File: config.mk
export PLATFORM = sky130hd
export DESIGN_NAME = shift_sequencer
export DESIGN_NICKNAME = d
export VERILOG_FILES = /design/src/rtl/shift_sequencer.sv
export SDC_FILE = /design/constraint.sdc
export NUM_CORES = 1
export LEC_CHECK = 0
export BUFFER_PORTS_ARGS = -buffer_cell sky130_fd_sc_hd__buf_2
export CORE_MARGIN = 3
export CORE_UTILIZATION = 56
export DETAILED_ROUTE_END_ITERATION = 16
export PLACE_DENSITY = 0.8
export SLEW_MARGIN = 20
export SYNTH_ARGS = -nofsm -noshare
export SYNTH_HDL_FRONTEND = slang
export SYNTH_SLANG_ARGS = --single-unit
File: constraint.sdc
create_clock -name i_clk -period 2.6 [get_ports i_clk]
set_clock_uncertainty 0.05 [all_clocks]
set_input_delay 0.52 -clock i_clk [delete_from_list [all_inputs] [get_ports i_clk]]
set_output_delay 0.52 -clock i_clk [all_outputs]
set_load 0.005 [all_outputs]
File: src/rtl/shift_sequencer.sv
// Multi-cycle SLL/SRL/SRA shift controller: 2-bit steps plus a final 1-bit step for odd amounts.
// Define SHIFT_SEQ_ROTR_EN to decode op 2'b10 as rotate-right; otherwise it behaves as SLL.
module shift_sequencer #(
  parameter int DATA_WIDTH  = 32,
  parameter int SHAMT_WIDTH = 5
) (
  input  logic                   i_clk,
  input  logic                   i_rst,
  input  logic                   i_start,
  input  logic [1:0]             i_op,
  input  logic [DATA_WIDTH-1:0]  i_data,
  input  logic [SHAMT_WIDTH-1:0] i_shamt,
  output logic                   o_busy,
  output logic                   o_done,
  output logic [DATA_WIDTH-1:0]  o_data
);

  localparam logic [1:0] S_IDLE   = 2'd0;
  localparam logic [1:0] S_SHIFT2 = 2'd1;
  localparam logic [1:0] S_SHIFT1 = 2'd2;
  localparam logic [1:0] S_DONE   = 2'd3;

  localparam int CW = SHAMT_WIDTH - 1;
  localparam logic [CW-1:0] CNT_ONE = {{(CW-1){1'b0}}, 1'b1};

  function automatic logic [DATA_WIDTH-1:0] step2(input logic [1:0] op,
                                                  input logic [DATA_WIDTH-1:0] v);
    logic [DATA_WIDTH-1:0] r;
    case (op)
      2'b01:   r = {2'b00, v[DATA_WIDTH-1:2]};
      2'b11:   r = {{2{v[DATA_WIDTH-1]}}, v[DATA_WIDTH-1:2]};
`ifdef SHIFT_SEQ_ROTR_EN
      2'b10:   r = {v[1:0], v[DATA_WIDTH-1:2]};
`endif
      default: r = {v[DATA_WIDTH-3:0], 2'b00};
    endcase
    return r;
  endfunction

  function automatic logic [DATA_WIDTH-1:0] step1(input logic [1:0] op,
                                                  input logic [DATA_WIDTH-1:0] v);
    logic [DATA_WIDTH-1:0] r;
    case (op)
      2'b01:   r = {1'b0, v[DATA_WIDTH-1:1]};
      2'b11:   r = {v[DATA_WIDTH-1], v[DATA_WIDTH-1:1]};
`ifdef SHIFT_SEQ_ROTR_EN
      2'b10:   r = {v[0], v[DATA_WIDTH-1:1]};
`endif
      default: r = {v[DATA_WIDTH-2:0], 1'b0};
    endcase
    return r;
  endfunction

  logic [1:0]            state_q, state_d;
  logic [DATA_WIDTH-1:0] work_q, work_d;
  logic [1:0]            op_q, op_d;
  logic [CW-1:0]         cnt_q, cnt_d;
  logic                  odd_q, odd_d;
  logic [DATA_WIDTH-1:0] data_q, data_d;
  logic                  done_q, done_d;
  logic [1:0]            capture_next;

  assign capture_next = (i_shamt[SHAMT_WIDTH-1:1] != '0) ? S_SHIFT2 :
                        (i_shamt[0] ? S_SHIFT1 : S_DONE);

  always_comb begin
    // NOTE: every next-state signal gets a default first so no path leaves it unassigned (no latches).
    state_d = state_q;
    work_d  = work_q;
    op_d    = op_q;
    cnt_d   = cnt_q;
    odd_d   = odd_q;
    case (state_q)
      S_IDLE, S_DONE: begin
        if (i_start) begin
          work_d  = i_data;
          op_d    = i_op;
          cnt_d   = i_shamt[SHAMT_WIDTH-1:1];
          odd_d   = i_shamt[0];
          state_d = capture_next;
        end else begin
          state_d = S_IDLE;
        end
      end
      S_SHIFT2: begin
        work_d = step2(op_q, work_q);
        cnt_d  = cnt_q - CNT_ONE;
        if (cnt_q == CNT_ONE) state_d = odd_q ? S_SHIFT1 : S_DONE;
      end
      S_SHIFT1: begin
        work_d  = step1(op_q, work_q);
        state_d = S_DONE;
      end
    endcase
    // The result register is loaded only when entering DONE, so it holds across later operations.
    data_d = (state_d == S_DONE) ? work_d : data_q;
    done_d = (state_d == S_DONE);
  end

  always_ff @(posedge i_clk) begin
    // NOTE: sequential state uses non-blocking assignments so all registers update from pre-edge values.
    if (i_rst) begin
      state_q <= S_IDLE;
      work_q  <= '0;
      op_q    <= '0;
      cnt_q   <= '0;
      odd_q   <= 1'b0;
      data_q  <= '0;
      done_q  <= 1'b0;
    end else begin
      state_q <= state_d;
      work_q  <= work_d;
      op_q    <= op_d;
      cnt_q   <= cnt_d;
      odd_q   <= odd_d;
      data_q  <= data_d;
      done_q  <= done_d;
    end
  end

  assign o_busy = (state_q != S_IDLE);
  assign o_done = done_q;
  assign o_data = data_q;

endmodule

==> flow_metrics.tcl, run 1 <==
set metrics [dict create \
    status "finished clean" \
    fin_util_pct 67.8 \
    crit_type "flip-flop to flip-flop" \
    viasPerCell 5.71 \
    setup_viol 0 \
    postSynthAreaPerCell_um2 8.71 \
    yosysSeqAreaShare_pct 37.4 \
    fin_crit_sh_pct 92.5 \
    cts_resized 0 \
    p_comb_share_pct 13.4 \
    grt_overflow 0 \
    p_leak_uw 0.00198 \
    nets 569 \
    peakVddDrop_v 0.000415 \
    critPathMaxFanout 32 \
    hpwlAfterDp_mm 6.81 \
    route.detailed.wl_per_inst_um 15.7 \
    num_vias 3551 \
    synth_edf_count 0 \
    drtIter0Drc 168 \
    multiInputGateArea_mm2 0.00229 \
    tns_ns 0 \
    switching_power_uw 625 \
    hold_viol 0 \
    grt_max_degree 43 \
    firstDrtPassIters 5 \
    routed_wirelength_mm 9.78 \
    die-width_um 90.1 \
    n_antenna_cell 0 \
    required_ns 2.78 \
    rsz0062_at_grt "no" \
    max_slew_margin_pct 67.6 \
    pin_count 76 \
    synth_warnings 0 \
    p_int_uw 1840 \
    synth-async-reset-ratio_pct 0 \
    hold_buffers 0 \
    dieArea_mm2 0.00813 \
    clk_path_buf_depth 2 \
    hp-class "input pin to flip-flop" \
    numCtsBuffers 9 \
    cp.arrival_ns 2.59 \
    antenna_found_initial 0 \
    syn_area_mm2 0.00397 \
    cap_violations 0 \
    clock.fmax_mhz 416 \
    clkPwrFrac_pct 37.0 \
    r2r_setup_slack_ns 0.20 \
    htreeDepth 3 \
    p_per_area_mw_per_mm2 532 \
    start_util_pct 58.0 \
    clk_pin_slew_ns 0.07 \
    portBuffers 75 \
    cts_root_buffer "clkbuf_8" \
    end_kind "flip-flop" \
    area_growth_pct 16.9 \
    worst_pin_slew_ns 0.481 \
    drive_above_1_share_pct 25.9 \
    nFillCells 556 \
    clock_latency_ns 0.34 \
    syn_inst 455 \
    grt_pass1_wl_mm 16.1 \
    regArea_mm2 0.00148 \
    grt_pass1_vias 3453 \
    grtUsageTotal_pct 24.0 \
    dieHeight_um 90.1 \
    clock-sinks 74 \
    cp-start-kind "flip-flop" \
    swShare_pct 25.3 \
    p_seq_share_pct 49.5 \
    ys_types 34 \
    route.detailed.drc 0 \
    std_cell_rows 30 \
    maxSlewViolCount 0 \
    period_minus_slack_ns 2.40 \
    place_congestion 0.846 \
    cts_tree "built" \
    synth_fp_nets 502 \
    cts_setup_buffers 0 \
    ant_nets 0 \
    synth_seq_cells 74 \
    synth_ff_type "dfxtp_1" \
    core_area_mm2 0.00683 \
]
cells by family (layout without fill, tap and decap cells):
| group | after synthesis | count (layout) | synth area share (%) |
|---|---|---|---|
| and+or+nand+nor | 150 | 150 | 18.9 |
| AOI/OAI and AO/OA | 113 | 113 | 18.5 |
| DFF | 74 | 74 | 37.4 |
| muxes | 70 | 70 | 18.7 |
| buffers and inverters | 43 | 114 | 4.92 |
| adders and majority gates | 5 | 5 | 1.58 |
final cells by class:
class / count / area share (%)
Clock buffer: 13 / 3.64
Clock inverter: 2 / 0.756
Inverter: 11 / 0.891
Multi-Input combinational cell: 338 / 49.4
Sequential cell: 74 / 32.0
Tap cell: 96 / 2.59
Timing Repair Buffer: 88 / 10.7
synthesized netlist by cell type, drive strengths merged (2+ instances only):
| cell | count | area, µm² |
|---|---|---|
| nand3 | 2 | 10.0 |
| nor2 | 37 | 139 |
| o22a | 2 | 17.5 |
| o31a | 27 | 236 |
| nor2b | 33 | 206 |
| nand2b | 29 | 181 |
| mux2i | 38 | 380 |
| a21oi | 62 | 310 |
| o21a | 2 | 15.0 |
| a22oi | 4 | 30.0 |
| nand2 | 41 | 154 |
| a22o | 2 | 17.5 |
| ha | 5 | 62.6 |
| clkbuf | 17 | 63.8 |
| nor3 | 4 | 25.0 |
| mux2 | 32 | 360 |
| buf | 15 | 90.1 |
| inv | 11 | 41.3 |
| o22ai | 2 | 12.5 |
| dfxtp | 74 | 1480 |
| o21ai | 7 | 35.0 |
per-stage QoR:
stage	power (µW)	setup WS [ns]	hold WS, ns	instance area [µm²]	std cells
finish	2460	0.196	0.360	4630	622
global route	2570	0.0353	0.343	4630	622
CTS	2480	0.185	0.344	4630	622
detailed placement	1570	0.193	0.400	4430	607
global placement	1560	0.288	0.400	4430	607
floorplan	1460	0.404	0.398	3970	455
registers in the layout (all words and copies together) (netlist names):
register,cells
cnt_q,4
o_data,32
o_done,1
op_q,2
state_q,2
odd_q,1
work_q,32
placed cells by master (no fill, tap or decap), drive strengths merged, types with 4 or more instances in the layout:
| cell | count |
|---|---|
| mux2 | 32 |
| o31a | 27 |
| nand2 | 41 |
| inv | 11 |
| nand2b | 29 |
| o21ai | 7 |
| buf | 88 |
| nor2 | 37 |
| dfxtp | 74 |
| mux2i | 38 |
| nor3 | 4 |
| ha | 5 |
| clkbuf | 13 |
| a21oi | 62 |
| a22oi | 4 |
| nor2b | 33 |
metal layers:
metal | vias up | share of wire [%] | wire length [µm] | global-route usage [%]
met2 | 143 | 48 | 4710 | 39.8
met1 | 1670 | 43 | 4220 | 29.7
met4 | 0 | 2.6 | 256 | 10.1
met5 | - | 0 | 0 | 0
li1 | 1709 | - | - | -
met3 | 29 | 6.0 | 591 | 5.86
power groups by stage:
stage	Sequential (µW)	Combinational (µW)	Clock [µW]
3_5_place_dp	1240	326	0
3_3_place_gp	1240	317	0
2_1_floorplan	1230	232	0
6_report	1220	331	913
4_1_cts	1220	330	928
5_1_grt	1230	366	981
critical path, cell delays in order, from the launching register on:
cell	delay (ns)
dfxtp_1	0.36
inv_1	0.08
ha_1	0.46
nand2_1	0.15
buf_4	0.24
a21oi_1	0.27
o32ai_4	0.15
buf_12	0.20
mux2_1	0.32
final timing paths:
check,startpoint,to,cells after the start
hold / removal,i_op[0],op_q[0],3
hold reg to reg,o_data[30],o_data[30],2
setup / recovery,state_q[0],o_data[3],8
setup reg to reg,state_q[0],o_data[3],8
No activity file was read; power rests on OpenSTA's default activity.
==> run 2, diff against run 1 <==
--- a/config.mk
+++ b/config.mk
@@ -7,9 +7,9 @@
 export LEC_CHECK = 0
 export BUFFER_PORTS_ARGS = -buffer_cell sky130_fd_sc_hd__buf_2
 export CORE_MARGIN = 3
-export CORE_UTILIZATION = 56
+export CORE_UTILIZATION = 45
 export DETAILED_ROUTE_END_ITERATION = 16
-export PLACE_DENSITY = 0.8
+export PLACE_DENSITY = 0.66
 export SLEW_MARGIN = 20
 export SYNTH_ARGS = -nofsm -noshare
 export SYNTH_HDL_FRONTEND = slang
==> run 2 against run 1 <==
Against the previous run:
- first-iteration DRC count shrank 21%
- core utilization fell by 13 points
- setup slack improved by 0.044 ns
- critical path depth did not move
- non-clock buffer count increased by 2
- via count shrank 4.7%
- die area is 23% higher
- hold slack is essentially flat
==> flow_metrics.tcl, run 2 (synthesis results as in run 1) <==
set metrics [dict create \
    nFillCells 799 \
    portBuffers 75 \
    place_area_mm2 0.00444 \
    hold_viol 0 \
    p_per_area_mw_per_mm2 523 \
    period_minus_slack_ns 2.36 \
    cp-start-kind "flip-flop" \
    n_antenna_cell 0 \
    cts_resized 0 \
    grtUsageMet1_pct 25.8 \
    route.detailed.wl_per_inst_um 14.8 \
    drtIter0Drc 133 \
    placedCellCount 618 \
    required_ns 2.79 \
    crit_path_max_incr_delay_ns 0.44 \
    core_area_mm2 0.00838 \
    worst_pin_slew_ns 0.472 \
    path_cells "inv_1 > ha_1 > nand2_1 > buf_4 > a21oi_1 > o32ai_4 > buf_4 > mux2_1" \
    r2r_setup_slack_ns 0.24 \
    final_cell_mix "buf_2, dfxtp_1, a21oi_1" \
    crit_type "flip-flop to flip-flop" \
    area_growth_pct 16.8 \
    routed_wirelength_mm 9.39 \
    std_cell_rows 33 \
    grt_pass1_wl_mm 15.6 \
    cp.arrival_ns 2.55 \
    cts_tree "built" \
    clk_path_buf_depth 2 \
    maxSlewViolCount 0 \
    dieArea_mm2 0.00997 \
    clock_latency_ns 0.35 \
    start_util_pct 47.3 \
    route.detailed.drc 0 \
    grt_overflow 0 \
    hold_buffers 0 \
    crit_path_frequent_cell "buf_4" \
    p_leak_uw 0.00197 \
    num_vias 3384 \
    tns_ns 0 \
    critPathMaxFanout 14 \
    grt_max_degree 67 \
    fin_cells 634 \
    place_congestion 0.814 \
    final_area_mm2 0.00463 \
    antenna_found_initial 0 \
    finalPower_uw 2420 \
    htreeDepth 3 \
    ant_nets 0 \
    max_slew_margin_pct 68.5 \
    use_met3_pct 5.07 \
    hpwlAfterDp_mm 6.57 \
    clock-sinks 74 \
    crit_path_top_delay_cell "ha_1" \
    peakVddDrop_v 0.000266 \
    nets 571 \
    cap_violations 0 \
    grt_pass1_vias 3314 \
    hp-class "input pin to flip-flop" \
    clock.fmax_mhz 424 \
    cts_setup_buffers 0 \
    numCtsBuffers 9 \
    end_kind "flip-flop" \
    die-width_um 99.9 \
    fin_crit_sh_pct 90.8 \
    hold_ws_ns 0.359 \
    grtUsageTotal_pct 19.3 \
    viasPerCell 5.34 \
    rsz0062_at_grt "no" \
    firstDrtPassIters 4 \
    final_common_cell "buf_2" \
    status "finished clean" \
    drive_above_1_share_pct 26.1 \
    use_met2_pct 30.5 \
    setup_viol 0 \
    cts_root_buffer "clkbuf_8" \
    top_usage_layer "met2" \
    clk_pin_slew_ns 0.08 \
    pin_count 76 \
    dieHeight_um 99.9 \
]
-- run 2: critical path: cells and delay by family (launching register included) --
kind | cells | cell delay [ns]
adder cells (fa/ha/maj) | 1 | 0.44
buffers and inverters | 3 | 0.52
flip-flops | 1 | 0.36
AND/OR/NAND/NOR | 1 | 0.15
AO/OA/AOI/OAI | 2 | 0.41
multiplexers | 1 | 0.31
-- run 2: power by group --
| group | switching (µW) | internal (µW) | leakage [µW] |
|---|---|---|---|
| combinational | 184 | 145 | 0.00127 |
| sequential | 37.5 | 1180 | 0.000603 |
| clock | 436 | 441 | 0.0000893 |
-- run 2: stage by stage --
| step | utilization, % | setup slack [ns] |
|---|---|---|
| 4_1_cts | 55.2 | 0.235 |
| 6_report | 55.2 | 0.240 |
| 2_1_floorplan | - | 0.404 |
| 5_1_grt | 55.2 | 0.0307 |
| 3_5_place_dp | 53.0 | 0.231 |
| 3_3_place_gp | 53.0 | 0.259 |
-- run 2: path summary, 6_finish.rpt --
| path | startpoint | endpoint | cells past startpoint |
|---|---|---|---|
| worst max register to register | state_q[0] | o_data[20] | 8 |
| worst min register to register | o_data[30] | o_data[30] | 2 |
| worst max-delay path | state_q[0] | o_data[20] | 8 |
| worst min-delay path | i_op[1] | op_q[1] | 3 |
-- run 2: cell type report --
cell class              count  area [µm²]  area share [%]
clock buffers              11         131            2.84
clock inverters             5        55.1            1.19
inverters                  11        41.3           0.892
multi-input cells         338        2290            49.4
flip-flops and latches     74        1480            32.0
well taps                 105         131            2.84
repair buffers             90         500            10.8
-- run 2: per-layer routing --
metal | share of wire (%) | up-vias
met5 | 0 | -
met4 | 1.3 | 0
met3 | 4.5 | 10
met2 | 47 | 64
met1 | 47 | 1596
li1 | - | 1714
==> run 3, diff against run 2 <==
--- a/config.mk
+++ b/config.mk
@@ -6,10 +6,11 @@
 export NUM_CORES = 1
 export LEC_CHECK = 0
 export BUFFER_PORTS_ARGS = -buffer_cell sky130_fd_sc_hd__buf_2
+export CORE_ASPECT_RATIO = 1.2
 export CORE_MARGIN = 3
 export CORE_UTILIZATION = 45
 export DETAILED_ROUTE_END_ITERATION = 16
-export PLACE_DENSITY = 0.66
+export PLACE_DENSITY = 0.67
 export SLEW_MARGIN = 20
 export SYNTH_ARGS = -nofsm -noshare
 export SYNTH_HDL_FRONTEND = slang
==> run 3 against run 2 <==
Against the previous run:
- clock power about the same
- highest routed layer unchanged
- via count increased by 0.77%
- setup slack worse by 0.11 ns
- critical endpoint is now o_data[11]
- global-route usage is 0.31 points lower
- sequential power barely moved
- cell count increased by 0.95%
- largest cell class unchanged
- count of clock-buffer cells in the layout is 1 higher
- first-iteration DRC count up 12%
- hold slack improved by 0.025 ns
- register-to-register slack got worse by 0.11 ns
==> flow_metrics.tcl, run 3 (synthesis results as in run 1) <==
set metrics [dict create \
    place_congestion 0.888 \
    hp-class "input pin to flip-flop" \
    route.detailed.drc 0 \
    crit_path_max_incr_delay_ns 0.37 \
    portBuffers 75 \
    drive_above_1_share_pct 25.9 \
    cts_tree "built" \
    clock.fmax_mhz 405 \
    crit_type "flip-flop to flip-flop" \
    core_area_mm2 0.00833 \
    hold_end "op_q[0]" \
    r2r_end "o_data[11]" \
    grt_overflow 0 \
    hold_viol 0 \
    r2r_setup_slack_ns 0.13 \
    ff2ff_path_depth 8 \
    routed_wirelength_mm 9.38 \
    num_vias 3410 \
    placedCellCount 626 \
    final_common_cell "buf_2" \
    p_leak_uw 0.00198 \
    setup_viol 0 \
    route.detailed.wl_per_inst_um 14.7 \
    dieHeight_um 109 \
    cap_violations 0 \
    maxSlewViolCount 0 \
    viasPerCell 5.33 \
    cts_resized 0 \
    hp-start "i_op[0]" \
    firstDrtPassIters 4 \
    drtIter0Drc 149 \
    die-width_um 91.7 \
    clk_path_buf_depth 2 \
    ant_nets 0 \
    std_cell_rows 36 \
    fin_cells 640 \
    cp-start-kind "flip-flop" \
    grtUsageTotal_pct 19.0 \
    antenna_found_initial 0 \
    end_kind "flip-flop" \
    area_growth_pct 17.7 \
    hold_depth 3 \
    period_minus_slack_ns 2.47 \
    hpwlAfterDp_mm 6.85 \
    status "finished clean" \
    max_slew_margin_pct 68.5 \
    numCtsBuffers 9 \
    pin_count 76 \
    tns_ns 0 \
    start_util_pct 47.6 \
    cp.arrival_ns 2.64 \
    r2r-start "state_q[0]" \
    path_cells "inv_1 > ha_1 > buf_4 > a21boi_0 > a22oi_1 > o32ai_4 > buf_12 > mux2_2" \
    htreeDepth 3 \
    cts_root_buffer "clkbuf_8" \
    p_per_area_mw_per_mm2 519 \
    fin_crit_sh_pct 95.0 \
    required_ns 2.77 \
    cts_setup_buffers 0 \
    hold_buffers 0 \
    peakVddDrop_v 0.000280 \
    rsz0062_at_grt "no" \
    nets 570 \
    grt_pass1_vias 3357 \
    worst_pin_slew_ns 0.473 \
    clock_latency_ns 0.33 \
    clk_pin_slew_ns 0.07 \
    dieArea_mm2 0.00998 \
    grt_max_degree 46 \
    clock-sinks 74 \
    grt_pass1_wl_mm 15.5 \
    n_antenna_cell 0 \
    crit_path_top_delay_cell "ha_1" \
    critPathMaxFanout 16 \
    final_cell_mix "buf_2, dfxtp_1, a21oi_1" \
]
run 3: changes by cell type in the layout (fill, tap and decap cells not counted):
cell        change
buf_4           -3
clkbuf_8        +2
clkinvlp_4      -1
buf_12          +2
clkbuf_1        -1
clkinv_2        -2
run 3: per-stage QoR:
stage | hold slack [ns] | power, µW | setup WS, ns | area, µm² | utilization (%)
CTS | 0.369 | 2450 | 0.133 | 4670 | 56.0
detailed placement | 0.417 | 1570 | 0.160 | 4470 | 53.7
floorplan | 0.398 | 1460 | 0.404 | 3970 | -
finish | 0.384 | 2420 | 0.129 | 4670 | 56.0
global placement | 0.408 | 1570 | 0.293 | 4470 | 53.7
global route | 0.380 | 2530 | 0.0227 | 4670 | 56.0
run 3: critical path, delay by kind of cell, from the launching register on:
kind	cells	cell delay, ns
AO/OA/AOI/OAI	3	0.74
adder cells (fa/ha/maj)	1	0.37
buffers and inverters	3	0.49
flip-flops	1	0.35
multiplexers	1	0.35
run 3: report_power, final:
| part | internal, µW | switching, µW |
|---|---|---|
| logic | 146 | 178 |
| clock network | 486 | 391 |
| registers | 1180 | 42.1 |
run 3: how the worst max path moves through the flow:
stage               cells after the start       start         end  slack, ns
finish                                  8  state_q[0]  o_data[11]       0.13
global route                            8  state_q[0]  o_data[29]       0.02
CTS                                     8  state_q[0]  o_data[29]       0.13
detailed placement                      8  state_q[0]  o_data[11]       0.16
global placement                        8  state_q[0]  o_data[16]       0.29
floorplan                               8  state_q[0]  o_data[21]       0.40
run 3: final cells by class:
cell class                 instances  area (µm²)
sequential                        74        1480
timing repair buffer              89         518
tap                              114         143
fill                             799        3670
clock inverter                     2        37.5
clock buffer                      12         155
multi-input combinational        338        2290
inverter                          11        41.3
run 3: layer usage:
layer,track usage [%],share of wire (%)
met3,3.31,4.9
met5,0,0
met4,6.26,0.86
met2,32.6,49
met1,24.2,45
